==> src/rtl/raisin64_pkg.sv <==
// Shared definitions for the raisin64 data-memory path:
// FSM encoding and datapath widths.
package raisin64_pkg;

  localparam int XLEN  = 64;
  localparam int OFF_W = 3;

  typedef enum logic [1:0] {
    IDLE    = 2'd0,
    WAIT    = 2'd1,
    DONE    = 2'd2,
    RECOVER = 2'd3
  } dmem_state_t;

endpackage

==> src/rtl/dmem_array.sv <==
// Single-port word storage for dmem_responder:
// synchronous write, combinational read.
module dmem_array
  import raisin64_pkg::*;
#(
  parameter int WORDS = 32,
  parameter int AW    = 5
) (
  input  logic            clk,
  input  logic            we,
  input  logic [AW-1:0]   idx,
  input  logic [XLEN-1:0] wdata,
  output logic [XLEN-1:0] rdata
);

  logic [XLEN-1:0] mem [WORDS];

  always_ff @(posedge clk) begin
    if (we) mem[idx] <= wdata;
  end

  assign rdata = mem[idx];

endmodule

==> src/rtl/dmem_responder.sv <==
// Data-memory responder: accepts strobed requests, inserts
// wait states, then completes with data or a bus error.
module dmem_responder
  import raisin64_pkg::*;
#(
  parameter int NUM_BYTES   = 256,
  parameter int WAIT_STATES = 2
) (
  input  logic            clk,
  input  logic            rst,
  input  logic [XLEN-1:0] dmem_addr,
  input  logic [XLEN-1:0] dmem_dout,
  input  logic            dmem_rstrobe,
  input  logic            dmem_wstrobe,
  output logic [XLEN-1:0] dmem_din,
  output logic            dmem_cycle_complete,
  output logic            dmem_bus_error
);

  localparam int WORDS = NUM_BYTES / 8;
  localparam int AW    = (WORDS > 1) ? $clog2(WORDS) : 1;

  dmem_state_t     state_q, state_d;
  logic [3:0]      cnt_q;
  logic [XLEN-1:0] addr_q, data_q;
  logic            wr_q;
  logic            accept, in_range, commit;
  logic [AW-1:0]   idx;
  logic [XLEN-1:0] rdata;

  assign idx      = addr_q[AW+OFF_W-1:OFF_W];
  assign in_range = addr_q < XLEN'(NUM_BYTES);
  assign commit   = (state_q == DONE) && wr_q
                  && in_range && !rst;

  always_comb begin
    state_d = state_q;
    accept  = 1'b0;
    unique case (state_q)
      IDLE: begin
        if (dmem_rstrobe || dmem_wstrobe) begin
          accept  = 1'b1;
          state_d = (WAIT_STATES == 0) ? DONE : WAIT;
        end
      end
      WAIT: begin
        if (cnt_q <= 4'd1) state_d = DONE;
      end
      DONE:    state_d = RECOVER;
      RECOVER: state_d = IDLE;
      default: state_d = IDLE;
    endcase
  end

  always_ff @(posedge clk) begin
    if (rst) begin
      state_q             <= IDLE;
      cnt_q               <= 4'd0;
      dmem_cycle_complete <= 1'b0;
      dmem_bus_error      <= 1'b0;
      dmem_din            <= '0;
    end else begin
      state_q             <= state_d;
      dmem_cycle_complete <= (state_q == DONE);
      dmem_bus_error      <= (state_q == DONE) && !in_range;
      if (accept)
        cnt_q <= 4'(WAIT_STATES);
      else if (state_q == WAIT)
        cnt_q <= cnt_q - 4'd1;
      if (state_q == DONE && !wr_q)
        dmem_din <= in_range ? rdata : '0;
    end
  end

  // Write wins when both strobes are high.
  always_ff @(posedge clk) begin
    if (accept) begin
      addr_q <= dmem_addr;
      data_q <= dmem_dout;
      wr_q   <= dmem_wstrobe;
    end
  end

  dmem_array #(
    .WORDS (WORDS),
    .AW    (AW)
  ) u_array (
    .clk   (clk),
    .we    (commit),
    .idx   (idx),
    .wdata (data_q),
    .rdata (rdata)
  );

endmodule

==> config.mk <==
export PLATFORM = sky130hd
export DESIGN_NAME = dmem_responder
export DESIGN_NICKNAME = d
export VERILOG_FILES = /design/src/rtl/raisin64_pkg.sv /design/src/rtl/dmem_array.sv /design/src/rtl/dmem_responder.sv
export SDC_FILE = /design/constraint.sdc
export NUM_CORES = 2
export LEC_CHECK = 0
export CAP_MARGIN = 30
export CORE_MARGIN = 2
export CORE_UTILIZATION = 50
export DETAILED_ROUTE_END_ITERATION = 8
export GPL_ROUTABILITY_DRIVEN = 0
export GPL_TIMING_DRIVEN = 0
export PLACE_DENSITY = 0.71
export REMOVE_ABC_BUFFERS = 1
export SLEW_MARGIN = 20
export SYNTH_ARGS = -nofsm -noshare
export SYNTH_HDL_FRONTEND = slang
export SYNTH_SLANG_ARGS = --single-unit
export TNS_END_PERCENT = 10
==> constraint.sdc <==
create_clock -name clk -period 14.5 [get_ports clk]
set_input_delay 1.45 -clock clk [delete_from_list [all_inputs] [get_ports clk]]
set_output_delay 1.45 -clock clk [all_outputs]
set_load 0.005 [all_outputs]
# ---- Word level (Yosys, flattened, before mapping)
# Memories as Yosys holds them, arrays and structs flattened. A register that Yosys moved wholly into a read port is not among the register bits.
# Index checks and enable logic that the tools add are counted.
dict set report op_classes {
  magnitude_cmp 2
  add_sub_neg 1
  mux 11
  eq_ne 5
  n_reduce_logical 13
}
# operator count
set ops {}
lappend ops {{64-bit by 9-bit < comparator with 1-bit output (second input constant)} 1}
lappend ops {{64-bit 2-to-1 mux} 1}
lappend ops {{2-bit 2-to-1 mux} 4}
lappend ops {{2-bit case mux with 4 select lines} 1}
lappend ops {{1-bit logical AND} 5}
lappend ops {{5-bit 2-to-1 mux} 1}
lappend ops {{2-bit == test (second input constant)} 2}
lappend ops {{4-bit by 1-bit less-or-equal comparator with 1-bit output (second input constant)} 1}
lappend ops {{1-bit 2-to-1 mux} 4}
lappend ops {{2-bit inequality test (second input constant)} 2}
lappend ops {{4-bit by 1-bit subtractor with 4-bit output (second input constant)} 1}
lappend ops {{1-bit zero test} 3}
lappend ops {{2-bit by 1-bit == test with 1-bit output (second input constant)} 1}
lappend ops {{2-bit zero test} 1}
lappend ops {{2-bit AND reduction} 1}
lappend ops {{2-bit nonzero test} 1}
lappend ops {{2-bit OR reduction} 1}
lappend ops {{1-bit logical OR} 1}
dict set report word_totals {
  inputBits 132
  elab_cells 42
  output_inout_bits 66
  register_bits 201
  ramBits 2048
  memories 1
}
# name depth width read_ports rd_ports_with_merged_regs wr line
set memory_table {}
lappend memory_table {u_array.mem 32 64 1 1 1 dmem_array.sv:16} ;# logic [XLEN-1:0] mem [WORDS];

# ---- Logic depth before layout (Yosys ltp)
dict set report depth {
  ltp_word 6
  ltp_mapped 9
  mapped_depth_nobuf 7
}

# ---- Modules after synthesis
# Synthesis repeated with hierarchy kept, for this count alone.
dict set report hier_totals {
  hier_cells 4550
  hier_area_um2 84653.7
}
# module seq_area_each_um2 area_each_um2 cells_each instances
set modules_own_cells {}
lappend modules_own_cells {dmem_array 61499.0 77584.4 4072 1}
lappend modules_own_cells {dmem_responder 5225.0 7069.3 478 1}

# ---- Least setup slack after synthesis
# No wires, ideal clock.
dict set report synth_timing {
  path_kind {input -> register}
  start {in dmem_wstrobe}
  end {reg (tool-made name)}
  arrival_ps 5883
  stages 4
  setup_time_ps 77
  path_buffers 1
  setup_slack_ps 8539
  required_time_ps 14423
  path_cell_list {nor2_1 -> nor2b_1 -> clkbuf_1 -> mux2_2}
}
# item line
set synth_rtl {}
lappend synth_rtl {{from (decl)} dmem_responder.sv:14} ;# input logic dmem_wstrobe,

# ---- Worst setup path after layout
dict set report layout_timing {
  start {in rst}
  end {mem u_array.mem[1][19], enable pin}
}
dict set report layout_between {
  elab_chain_cells 4
}
# item line
set layout_lines {}
lappend layout_lines {{from (decl)} dmem_responder.sv:10} ;# input logic rst,
lappend layout_lines {{1-bit zero test} dmem_responder.sv:34} ;# && in_range && !rst;
lappend layout_lines {{1-bit logical AND} dmem_responder.sv:34}
lappend layout_lines {{1-bit 2-to-1 mux} dmem_array.sv:19} ;# if (we) mem[idx] <= wdata;
lappend layout_lines {{1-bit 2-to-1 mux (implied by the code)} dmem_array.sv:19}
lappend layout_lines {{to (decl)} dmem_array.sv:16}
# Every way passes these cells.

==> results.py <==
metrics = {
    "clocking": {
        "numCtsBuffers": 211,
        "postCtsSetupBuffers": 0,
        "clockBufferDepth": 3,
        "cts_tree": "built",
        "cts_sinks": 2251,
        "ctsResizeCount": 0,
        "clkLatencyLatePin_ns": 0.86,
        "ctsHoldBuffers": 0,
        "path_clk_slew_ns": 0.06,
        "cts-root-buf": "clkbuf_16",
        "htree_levels": 4,
    },
    "routing": {
        "drcViolationCount": 0,
        "drt_pass1_iterations": 6,
        "post_drt_wl_per_cell_um": 31.2,
        "via_count": 44800,
        "drt_wl_total_mm": 217,
        "drtIter0Drc": 5516,
        "ant_nets": 0,
        "viasPerCell": 6.45,
    },
    "floorplanning": {
        "rows": 151,
        "dieArea_mm2": 0.174,
        "coreArea_mm2": 0.169,
        "die_w_um": 417,
        "start_util_pct": 50.3,
        "die_h_um": 417,
        "ioPinCount": 198,
    },
    "worst_setup_path": {
        "end_kind": "flip-flop",
        "cp_max_fo": 14,
        "path_class": "in2reg",
        "ff2ff_setup_slack_ns": 10.02,
        "start_kind": "input port",
        "required_ns": 15.04,
        "worstPathArrival_ns": 5.25,
        "r2r_cells": 9,
    },
    "synth": {
        "synth_most_common_cell": "edfxtp_1",
        "yosysWarningCount": 0,
        "synth-xor-area-share_pct": 0.0309,
        "synth_compound_area_share_pct": 5.42,
        "syn_inst": 4164,
        "synthArstFlopShare_pct": 0,
        "synth_ff_type": "edfxtp_1",
        "muxShareOfSynthArea_pct": 12.9,
        "synth_area_mm2": 0.0851,
        "syn_avg_cell_area_um2": 20.4,
        "synthTopCellsByArea": "edfxtp_1 (77%), mux4_2 (6.9%), mux2i_1 (5.6%)",
        "synth_edf_count": 2174,
        "synth_common_cells": "edfxtp_1 (2174), mux2i_1 (477), mux4_2 (260), o221ai_1 (181), clkbuf_1 (124)",
        "synth-simple-area-share_pct": 1.65,
        "synthAdderAreaFrac_pct": 0.0735,
        "yosys.cell_types.count": 45,
        "synth_top_area_share_pct": 76.7,
        "synth_top_family_by_area": "multiplexers",
        "yosysSeqAreaShare_pct": 78.5,
        "synth_top_area_cell": "edfxtp_1",
        "ys_seq_elements": 2251,
    },
    "sta": {
        "rsz0062_at_grt": "false",
        "min_period_ns": 4.71,
        "finalSetupViolCount": 0,
        "timing.fmax_mhz": 212,
        "whs_ns": 0.466,
        "worst_clock_skew_ns": 0.0374,
        "finalHoldViolCount": 0,
        "period_share_pct": 32.5,
        "slew_viol_final": 0,
        "fin_ws_ns": 9.79,
        "worst_pin_slew_ns": 1.10,
        "relSlewSlack_pct": 26.5,
    },
    "power": {
        "p_per_area_mw_per_mm2": 177,
        "leakagePower_nw": 32.7,
        "peakVddDrop_v": 0.000154,
    },
    "cells_and_area": {
        "nets": 4687,
        "drive_above_1_share_pct": 18.0,
        "fillers": 11500,
        "area_delta_synth_final_pct": 18.7,
    },
    "global_route": {
        "grt_pass1_wl_mm": 311,
        "antenna_found_initial": 1,
        "grt.overflow.total": 0,
        "grt_max_degree": 54,
        "first_global_vias": 45100,
        "grt_use_total_pct": 24.8,
    },
    "min_path": {
        "holdPathStages": 1,
        "hp-class": "reg2reg",
    },
    "placement": {
        "port_buffers": 194,
        "post-place-ws_ns": 9.17,
        "dpl.hpwl_mm": 136,
    },
    "outcome": {
        "status": "finished clean",
    },
    "job": {
        "cap_violations": 0,
    },
}
-- cells in the final DEF (no fill, tap or decap), drive strengths merged, types with 2 or more instances in the layout --
cell type,synthesis,final
edfxtp,2174,2174
clkinv,0,59
or2,2,2
bufinv,0,13
mux2,33,33
mux2i,477,477
o211ai,49,49
clkdlybuf4s50,0,194
nand3b,50,50
o221ai,181,181
a31oi,2,2
nor4,15,15
nand4,8,8
nor3,13,13
nand2,24,24
a21oi,116,116
a2bb2oi,8,8
and2,4,4
nand2b,11,11
clkinvlp,0,2
inv,5,15
nand4b,12,12
dfxtp,77,77
buf,126,229
nand3,3,3
a221oi,15,15
mux4,260,260
clkbuf,124,312
nor3b,8,8
a32o,55,55
a21boi,6,6
ha,5,5
o22a,8,8
nor2,99,99
nor2b,8,8
o21bai,55,55
o21ai,8,8
o22ai,118,118
xnor2,2,2
-- per-stage QoR --
stage	cells	util (%)	power (mW)	cell area [µm²]	TNS, ns
6_report	6952	59.7	17.9	101000	0
4_1_cts	6944	59.6	17.9	101000	0
3_3_place_gp	6326	52.4	13.7	88700	-1717.42
2_1_floorplan	3914	-	12.5	84000	-952.30
3_5_place_dp	6548	55.7	12.6	94200	0
5_1_grt	6951	59.7	18.5	101000	0
-- sequential cells by signal (all words and copies together), names as in the netlist, named ones only --
name and flops:
u_array.mem 2048, data_q 64, cnt_q 4, dmem_din 64
dmem_bus_error 1, state_q 2, addr_q 61, dmem_cycle_complete 1
wr_q 1
-- metal layers --
layer	up-vias	global-route usage, %	share of wire, %
li1	18300	-	-
met1	23400	33.0	38
met2	2568	40.9	49
met3	532	3.82	8.6
met4	2	10.9	4.4
met5	-	0	0.0055
-- worst paths after layout --
path                startpoint            endpoint
hold reg to reg   dmem_din[26]        dmem_din[26]
setup / recovery           rst  u_array.mem[1][19]
hold / removal    dmem_din[26]        dmem_din[26]
setup reg to reg    addr_q[42]  u_array.mem[1][19]
-- power by group --
part           total [mW]  internal, mW  switching, mW
clock network        5.37          3.05           2.32
registers            8.31          7.80          0.515
logic                4.22          1.87           2.35
-- cell families after synthesis --
kind of cell               count (synthesis)
AOI/OAI and AO/OA                        622
xor gates and xnor gates                   3
adders and majority gates                  5
buffers and inverters                    255
DFF                                     2251
muxes                                    770
and+or+nand+nor                          258
-- area by class of cell --
class | count | area, µm² | share of cell area [%]
flip-flops and latches | 2251 | 66800 | 66.2
multi-input cells | 1658 | 17400 | 17.2
repair buffers | 423 | 7290 | 7.22
clock buffers | 312 | 5900 | 5.84
well taps | 2218 | 2780 | 2.75
clock inverters | 84 | 793 | 0.785
inverters | 5 | 23.8 | 0.0235
diodes | 1 | 2.50 | 0.00248
-- worst max-delay path: stages --
cell             delay [ns]
clkdlybuf4s50_1        0.66
nor2b_1                0.65
and2_1                 0.40
nand4b_1               0.52
nor2_4                 0.84
buf_12                 0.28
buf_12                 0.20
buf_16                 0.18
(Power assumes the default switching activity.)
